==> src/rtl/btn_pkg.sv <==
// Shared definitions for the push-button conditioning path: channel FSM states,
// button indices and the channel counter sizing helper.
package btn_pkg;

    typedef enum logic [2:0] {
        ST_IDLE,
        ST_PRS_WAIT,
        ST_HELD,
        ST_REPEAT,
        ST_REL_WAIT
    } btn_state_t;

    localparam int BTN_L = 0;
    localparam int BTN_D = 1;
    localparam int BTN_U = 2;
    localparam int BTN_R = 3;
    localparam int BTN_C = 4;

    localparam int N_BTN_DEF = BTN_C + 1;
    localparam logic [4:0] RPT_MASK_DEF = (5'b1 << BTN_D) | (5'b1 << BTN_U);

    // One extra bit over the largest terminal count keeps the counter from ever wrapping.
    function automatic int cnt_width(input int a, input int b, input int c);
        int m;
        m = (a > b) ? a : b;
        m = (m > c) ? m : c;
        return $clog2(m) + 1;
    endfunction

endpackage

==> src/rtl/btn_channel.sv <==
// One button channel: 2-FF synchroniser, tick-driven debounce FSM, registered
// press/release strobes and hold-to-auto-repeat.
//
// state       | meaning
// ------------+-----------------------------------------------------------
// IDLE        | button released and accepted as released
// PRS_WAIT    | input high, waiting DEB_TICKS of stability to accept press
// HELD        | press accepted, timing the hold before the first repeat
// REPEAT      | auto-repeating every RPT_TICKS while still held
// REL_WAIT    | input low, waiting DEB_TICKS of stability to accept release
module btn_channel
    import btn_pkg::*;
#(
    parameter int DEB_TICKS  = 10,
    parameter int HOLD_TICKS = 500,
    parameter int RPT_TICKS  = 100,
    parameter bit RPT_EN     = 1'b0
) (
    input  logic clk,
    input  logic rst,
    input  logic raw,
    input  logic tick,
    output logic level,
    output logic press,
    output logic rel,
    output logic rpt
);

    localparam int CW = cnt_width(DEB_TICKS, HOLD_TICKS, RPT_TICKS);
    localparam logic [CW-1:0] DEB_LAST  = CW'(DEB_TICKS - 1);
    localparam logic [CW-1:0] HOLD_LAST = CW'(HOLD_TICKS - 1);
    localparam logic [CW-1:0] RPT_LAST  = CW'(RPT_TICKS - 1);
    localparam logic [CW-1:0] CNT_ONE   = CW'(1);

    logic [1:0]    sync;
    logic          s;
    btn_state_t    state;
    logic [CW-1:0] cnt;

    assign s = sync[1];

    always_ff @(posedge clk) begin
        if (rst) begin
            sync <= 2'b00;
        end else begin
            sync <= {sync[0], raw};
        end
    end

    // A change on s always wins over a tick arriving in the same cycle.
    always_ff @(posedge clk) begin
        if (rst) begin
            state <= ST_IDLE;
            cnt   <= '0;
            level <= 1'b0;
            press <= 1'b0;
            rel   <= 1'b0;
            rpt   <= 1'b0;
        end else begin
            press <= 1'b0;
            rel   <= 1'b0;
            rpt   <= 1'b0;
            case (state)
                ST_IDLE: begin
                    if (s) begin
                        state <= ST_PRS_WAIT;
                        cnt   <= '0;
                    end
                end
                ST_PRS_WAIT: begin
                    if (!s) begin
                        state <= ST_IDLE;
                    end else if (tick) begin
                        if (cnt == DEB_LAST) begin
                            state <= ST_HELD;
                            cnt   <= '0;
                            press <= 1'b1;
                            level <= 1'b1;
                        end else begin
                            cnt <= cnt + CNT_ONE;
                        end
                    end
                end
                ST_HELD: begin
                    if (!s) begin
                        state <= ST_REL_WAIT;
                        cnt   <= '0;
                    end else if (tick) begin
                        // Without repeat enabled the hold count parks at its last value.
                        if (cnt == HOLD_LAST) begin
                            if (RPT_EN) begin
                                state <= ST_REPEAT;
                                cnt   <= '0;
                                rpt   <= 1'b1;
                            end
                        end else begin
                            cnt <= cnt + CNT_ONE;
                        end
                    end
                end
                ST_REPEAT: begin
                    if (!s) begin
                        state <= ST_REL_WAIT;
                        cnt   <= '0;
                    end else if (tick) begin
                        if (cnt == RPT_LAST) begin
                            cnt <= '0;
                            rpt <= 1'b1;
                        end else begin
                            cnt <= cnt + CNT_ONE;
                        end
                    end
                end
                ST_REL_WAIT: begin
                    // A bounce back high returns to HELD without a new press strobe.
                    if (s) begin
                        state <= ST_HELD;
                        cnt   <= '0;
                    end else if (tick) begin
                        if (cnt == DEB_LAST) begin
                            state <= ST_IDLE;
                            cnt   <= '0;
                            rel   <= 1'b1;
                            level <= 1'b0;
                        end else begin
                            cnt <= cnt + CNT_ONE;
                        end
                    end
                end
                default: begin
                    state <= ST_IDLE;
                    cnt   <= '0;
                end
            endcase
        end
    end

endmodule

==> src/rtl/btn_event_gen.sv <==
// Push-button event generator: shared timebase tick plus one conditioning
// channel per button, with a combined press/repeat indicator.
module btn_event_gen
    import btn_pkg::*;
#(
    parameter int               N_BTN       = N_BTN_DEF,
    parameter int               TICK_CYCLES = 100000,
    parameter int               DEB_TICKS   = 10,
    parameter int               HOLD_TICKS  = 500,
    parameter int               RPT_TICKS   = 100,
    parameter logic [N_BTN-1:0] RPT_MASK    = N_BTN'(RPT_MASK_DEF)
) (
    input  logic             clk,
    input  logic             rst,
    input  logic [N_BTN-1:0] btn_raw,
    output logic [N_BTN-1:0] btn_level,
    output logic [N_BTN-1:0] btn_press,
    output logic [N_BTN-1:0] btn_rel,
    output logic [N_BTN-1:0] btn_rpt,
    output logic             any_press
);

    localparam int TW = (TICK_CYCLES > 1) ? $clog2(TICK_CYCLES) : 1;
    localparam logic [TW-1:0] TICK_LAST = TW'(TICK_CYCLES - 1);
    localparam logic [TW-1:0] TICK_ONE  = TW'(1);

    logic [TW-1:0] tick_cnt;
    logic          tick;

    assign tick = (tick_cnt == TICK_LAST);

    always_ff @(posedge clk) begin
        if (rst || tick) begin
            tick_cnt <= '0;
        end else begin
            tick_cnt <= tick_cnt + TICK_ONE;
        end
    end

    for (genvar i = 0; i < N_BTN; i++) begin : g_ch
        btn_channel #(
            .DEB_TICKS (DEB_TICKS),
            .HOLD_TICKS(HOLD_TICKS),
            .RPT_TICKS (RPT_TICKS),
            .RPT_EN    (RPT_MASK[i])
        ) u_ch (
            .clk  (clk),
            .rst  (rst),
            .raw  (btn_raw[i]),
            .tick (tick),
            .level(btn_level[i]),
            .press(btn_press[i]),
            .rel  (btn_rel[i]),
            .rpt  (btn_rpt[i])
        );
    end

    assign any_press = |(btn_press | btn_rpt);

endmodule

==> config.mk <==
export PLATFORM = sky130hd
export DESIGN_NAME = btn_event_gen
export DESIGN_NICKNAME = d
export VERILOG_FILES = /design/src/rtl/btn_pkg.sv /design/src/rtl/btn_channel.sv /design/src/rtl/btn_event_gen.sv
export SDC_FILE = /design/constraint.sdc
export NUM_CORES = 1
export LEC_CHECK = 0
export ABC_CLOCK_PERIOD_IN_PS = 2500
export CORE_MARGIN = 5
export CORE_UTILIZATION = 25
export DETAILED_ROUTE_END_ITERATION = 16
export PLACE_DENSITY = 0.38
export SLEW_MARGIN = 20
export SYNTH_ARGS = -nofsm -noshare
export SYNTH_HDL_FRONTEND = slang
export SYNTH_SLANG_ARGS = --single-unit
==> constraint.sdc <==
create_clock -name clk -period 2.5 [get_ports clk]
set_input_delay 0.25 -clock clk [delete_from_list [all_inputs] [get_ports clk]]
set_output_delay 0.25 -clock clk [all_outputs]
set_load 0.01 [all_outputs]
==> impl_metrics.toml <==
[outcome]
status = "finished clean"

[setup_path]
crit_slowest_cell = "or4b_2"
timing.rr.start = "g_ch[3].u_ch.cnt[9]"
reg2reg_to = "g_ch[3].u_ch.cnt[6]"
cp.arrival_ps = 2720
critPathKind = "reg -> reg"
rr_worst_depth = 7
path_cells = "or4_1 > or4b_2 > a22oi_2 > buf_4 > a211oi_4 > a21oi_1 > a31oi_1"
crit_family = "simple AND/OR/NAND/NOR gates"
worstPathRequired_ps = 2730
cpPeakStageDelay_ps = 730
critPathBufInv = 1
r2r_slack_ps = 10
cp-end-kind = "flop"
crit_fanout = 5
cp-start-kind = "flop"

[timing]
hold_viol = 0
slew_violations = 0
tightest_slew_ps = 566
finClkSkew_ps = 13.6
whs_ps = 308
rsz0062_at_grt = "yes"
layout_setup_ws_ps = 14.4
finalSetupViolations = 0
max_freq_mhz = 402
min_period_over_period_pct = 99.4
period_minus_slack_ps = 2490
slew_headroom_pct = 62.1

[placed_design]
portBuffers = 27
hpwl_um = 12900
dpl_worst_slack_ps = -107
gp_congestion = 0.821
place_area_um2 = 7360

[finish]
layout-drive-gt1-share_pct = 19.1
antennaDiodeCount = 0
utilization_pct = 31.5
final_common_cell = "dfxtp_1"
final_cell_mix = "dfxtp_1, buf_4, nor2_1"
syn2layout_area_growth_pct = 24.4
fin_area_um2 = 7920
final_nets = 888

[logic_synthesis]
synth_cell_types = 77
synth_simple_gate_area_share_pct = 33.1
synth_area_leader_cell = "dfxtp_1"
yosysWarnings = 0
synth.cell_area_um2 = 6370
ys.flop_type = "dfxtp_1"
synth_top_area_share_pct = 35.2
synth_xor_area_share_pct = 2.06
synth_compound_area_share_pct = 20.4
synthAdderAreaFrac_pct = 2.16
postSynthCellCount = 804
avgSynthCellArea_um2 = 7.92
synthTopCellsByArea = "dfxtp_1, a21oi_1, nor2_1"
ys_seq_area_share_pct = 35.2
synth-edff-count = 0
synth_seq_cells = 112
synthesis.nets = 822
synth_top_family_by_area = "simple AND/OR/NAND/NOR gates"
async_reset_ff_share_pct = 0
synthMuxAreaShare_pct = 1.10

[grt]
grtUsageTotal_pct = 12.6
antenna_found_initial = 0
grt_pass1_wl_um = 29900
grt_pass1_vias = 5886
grt.overflow.total = 0
grt_start_max_net_pins = 39

[route]
drt_wl_total_um = 18300
drt_iter0_markers = 429
avgViaCountPerCell = 5.10
drc_errors = 0
postRouteAntennaNets = 0
num_vias = 6143
wl_per_cell_um = 15.2
dr.pass1.iters = 5

[floorplan]
die-area_um2 = 28800
die_w_um = 170
dieHeight_um = 170
start_util_pct = 25.4
io_pins = 28
core.rowCount = 58
core-area_um2 = 25100

[min_path]
holdPathEnd = "g_ch[2].u_ch.cnt[0]"
hp-start = "rst"
min_path_cells = 2
hold_class = "in -> reg"

[cts]
cts_tree = "yes"
cts_buffer_depth = 2
clkTransAtPathRegs_ps = 70
cts_hold_buffers = 0
h-tree-depth = 3
cts_made_buffers = 9
cts_root_buffer = "clkbuf_16"
clock_latency_ps = 360
cts.sinks = 112

[job]
maxCapViolCount = 0

[power_and_ir_drop]
power_mw = 3.57
ir_drop_mv = 0.307
power_density_nw_per_um2 = 451
p_leak_nw = 2.80
-- power breakdown --
part	switching [mW]	total (mW)	internal, mW
Combinational	0.134	0.229	0.0949
Sequential	0.0186	1.82	1.80
Clock	0.689	1.53	0.836
-- final cells by class --
class,instances,area [um2]
inverters,17,63.8
repair buffers,115,957
well taps,330,413
clock buffers,12,256
clock inverters,4,52.6
multi-input cells,615,3930
fillers,2688,17200
flip-flops and latches,112,2250
-- layer usage --
layer  vias up  track usage [%]  wire, um
li1       3096                -         -
met1      2928             17.9      9270
met2       101             19.4      8200
met3        18             2.19       609
met4         0             4.03       254
met5         -                0         0
-- worst max path at each step --
stage	startpoint	to	slack [ps]	cells after the start
floorplan	tick_cnt[5]	g_ch[3].u_ch.cnt[9]	30	7
global placement	tick_cnt[5]	g_ch[3].u_ch.cnt[6]	-110	8
detailed placement	tick_cnt[5]	g_ch[0].u_ch.level	-110	7
CTS	tick_cnt[5]	g_ch[1].u_ch.cnt[8]	4	8
global route	g_ch[3].u_ch.cnt[9]	g_ch[3].u_ch.cnt[8]	-80	7
finish	g_ch[3].u_ch.cnt[9]	g_ch[3].u_ch.cnt[6]	10	7
-- flip-flops by register name (all words and copies together), names as in the netlist --
register         cells
g_ch.u_ch.sync      10
g_ch.u_ch.state     15
g_ch.u_ch.cnt       50
g_ch.u_ch.press      5
tick_cnt            17
g_ch.u_ch.rpt        5
g_ch.u_ch.rel        5
g_ch.u_ch.level      5
-- cell families after synthesis --
logic type	Yosys count
XOR/XNOR	15
AND/OR/NAND/NOR	379
multiplexers	7
adder cells (fa/ha/maj)	11
AO/OA/AOI/OAI	201
buffers and inverters	79
flip-flops	112
-- timing repair --
action / CTS / global route
endpoints found under the hold margin: 0 / 0
endpoints found under the setup margin: 31 / 34
pin swaps: 4 / 18
cloned: 1 / 1
buffers inserted: 1 / 5
gates resized for setup: 14 / 35
-- synth_stat cells, drive strengths merged (5+ instances only) --
| master | number |
|---|---|
| a211oi | 15 |
| a21o | 6 |
| a21oi | 62 |
| a22oi | 8 |
| a31oi | 22 |
| a41oi | 8 |
| and2 | 13 |
| and3 | 19 |
| buf | 29 |
| clkbuf | 33 |
| dfxtp | 112 |
| ha | 11 |
| inv | 16 |
| mux2i | 7 |
| nand2 | 64 |
| nand2b | 11 |
| nand3 | 28 |
| nand3b | 5 |
| nand4 | 14 |
| nor2 | 78 |
| nor2b | 23 |
| nor3 | 38 |
| nor3b | 6 |
| nor4 | 19 |
| o21ai | 38 |
| or2 | 7 |
| or3 | 12 |
| or3b | 6 |
| or4 | 7 |
| or4b | 11 |
| xnor2 | 6 |
| xor2 | 9 |
-- stage by stage --
| stage | cells | TNS, ps |
|---|---|---|
| 2_1_floorplan | 804 | 0 |
| 3_3_place_gp | 1181 | -576 |
| 3_5_place_dp | 1181 | -966 |
| 4_1_cts | 1199 | 0 |
| 5_1_grt | 1205 | -467 |
| 6_report | 1205 | 0 |
-- worst register-to-register path, delay by kind of cell (launching register included) --
kind,cells,cell delay [ps]
simple gates,2,1320
buf+inv,1,180
compound gates,4,550
flops,1,310
Power figures use the tool's default switching activity.
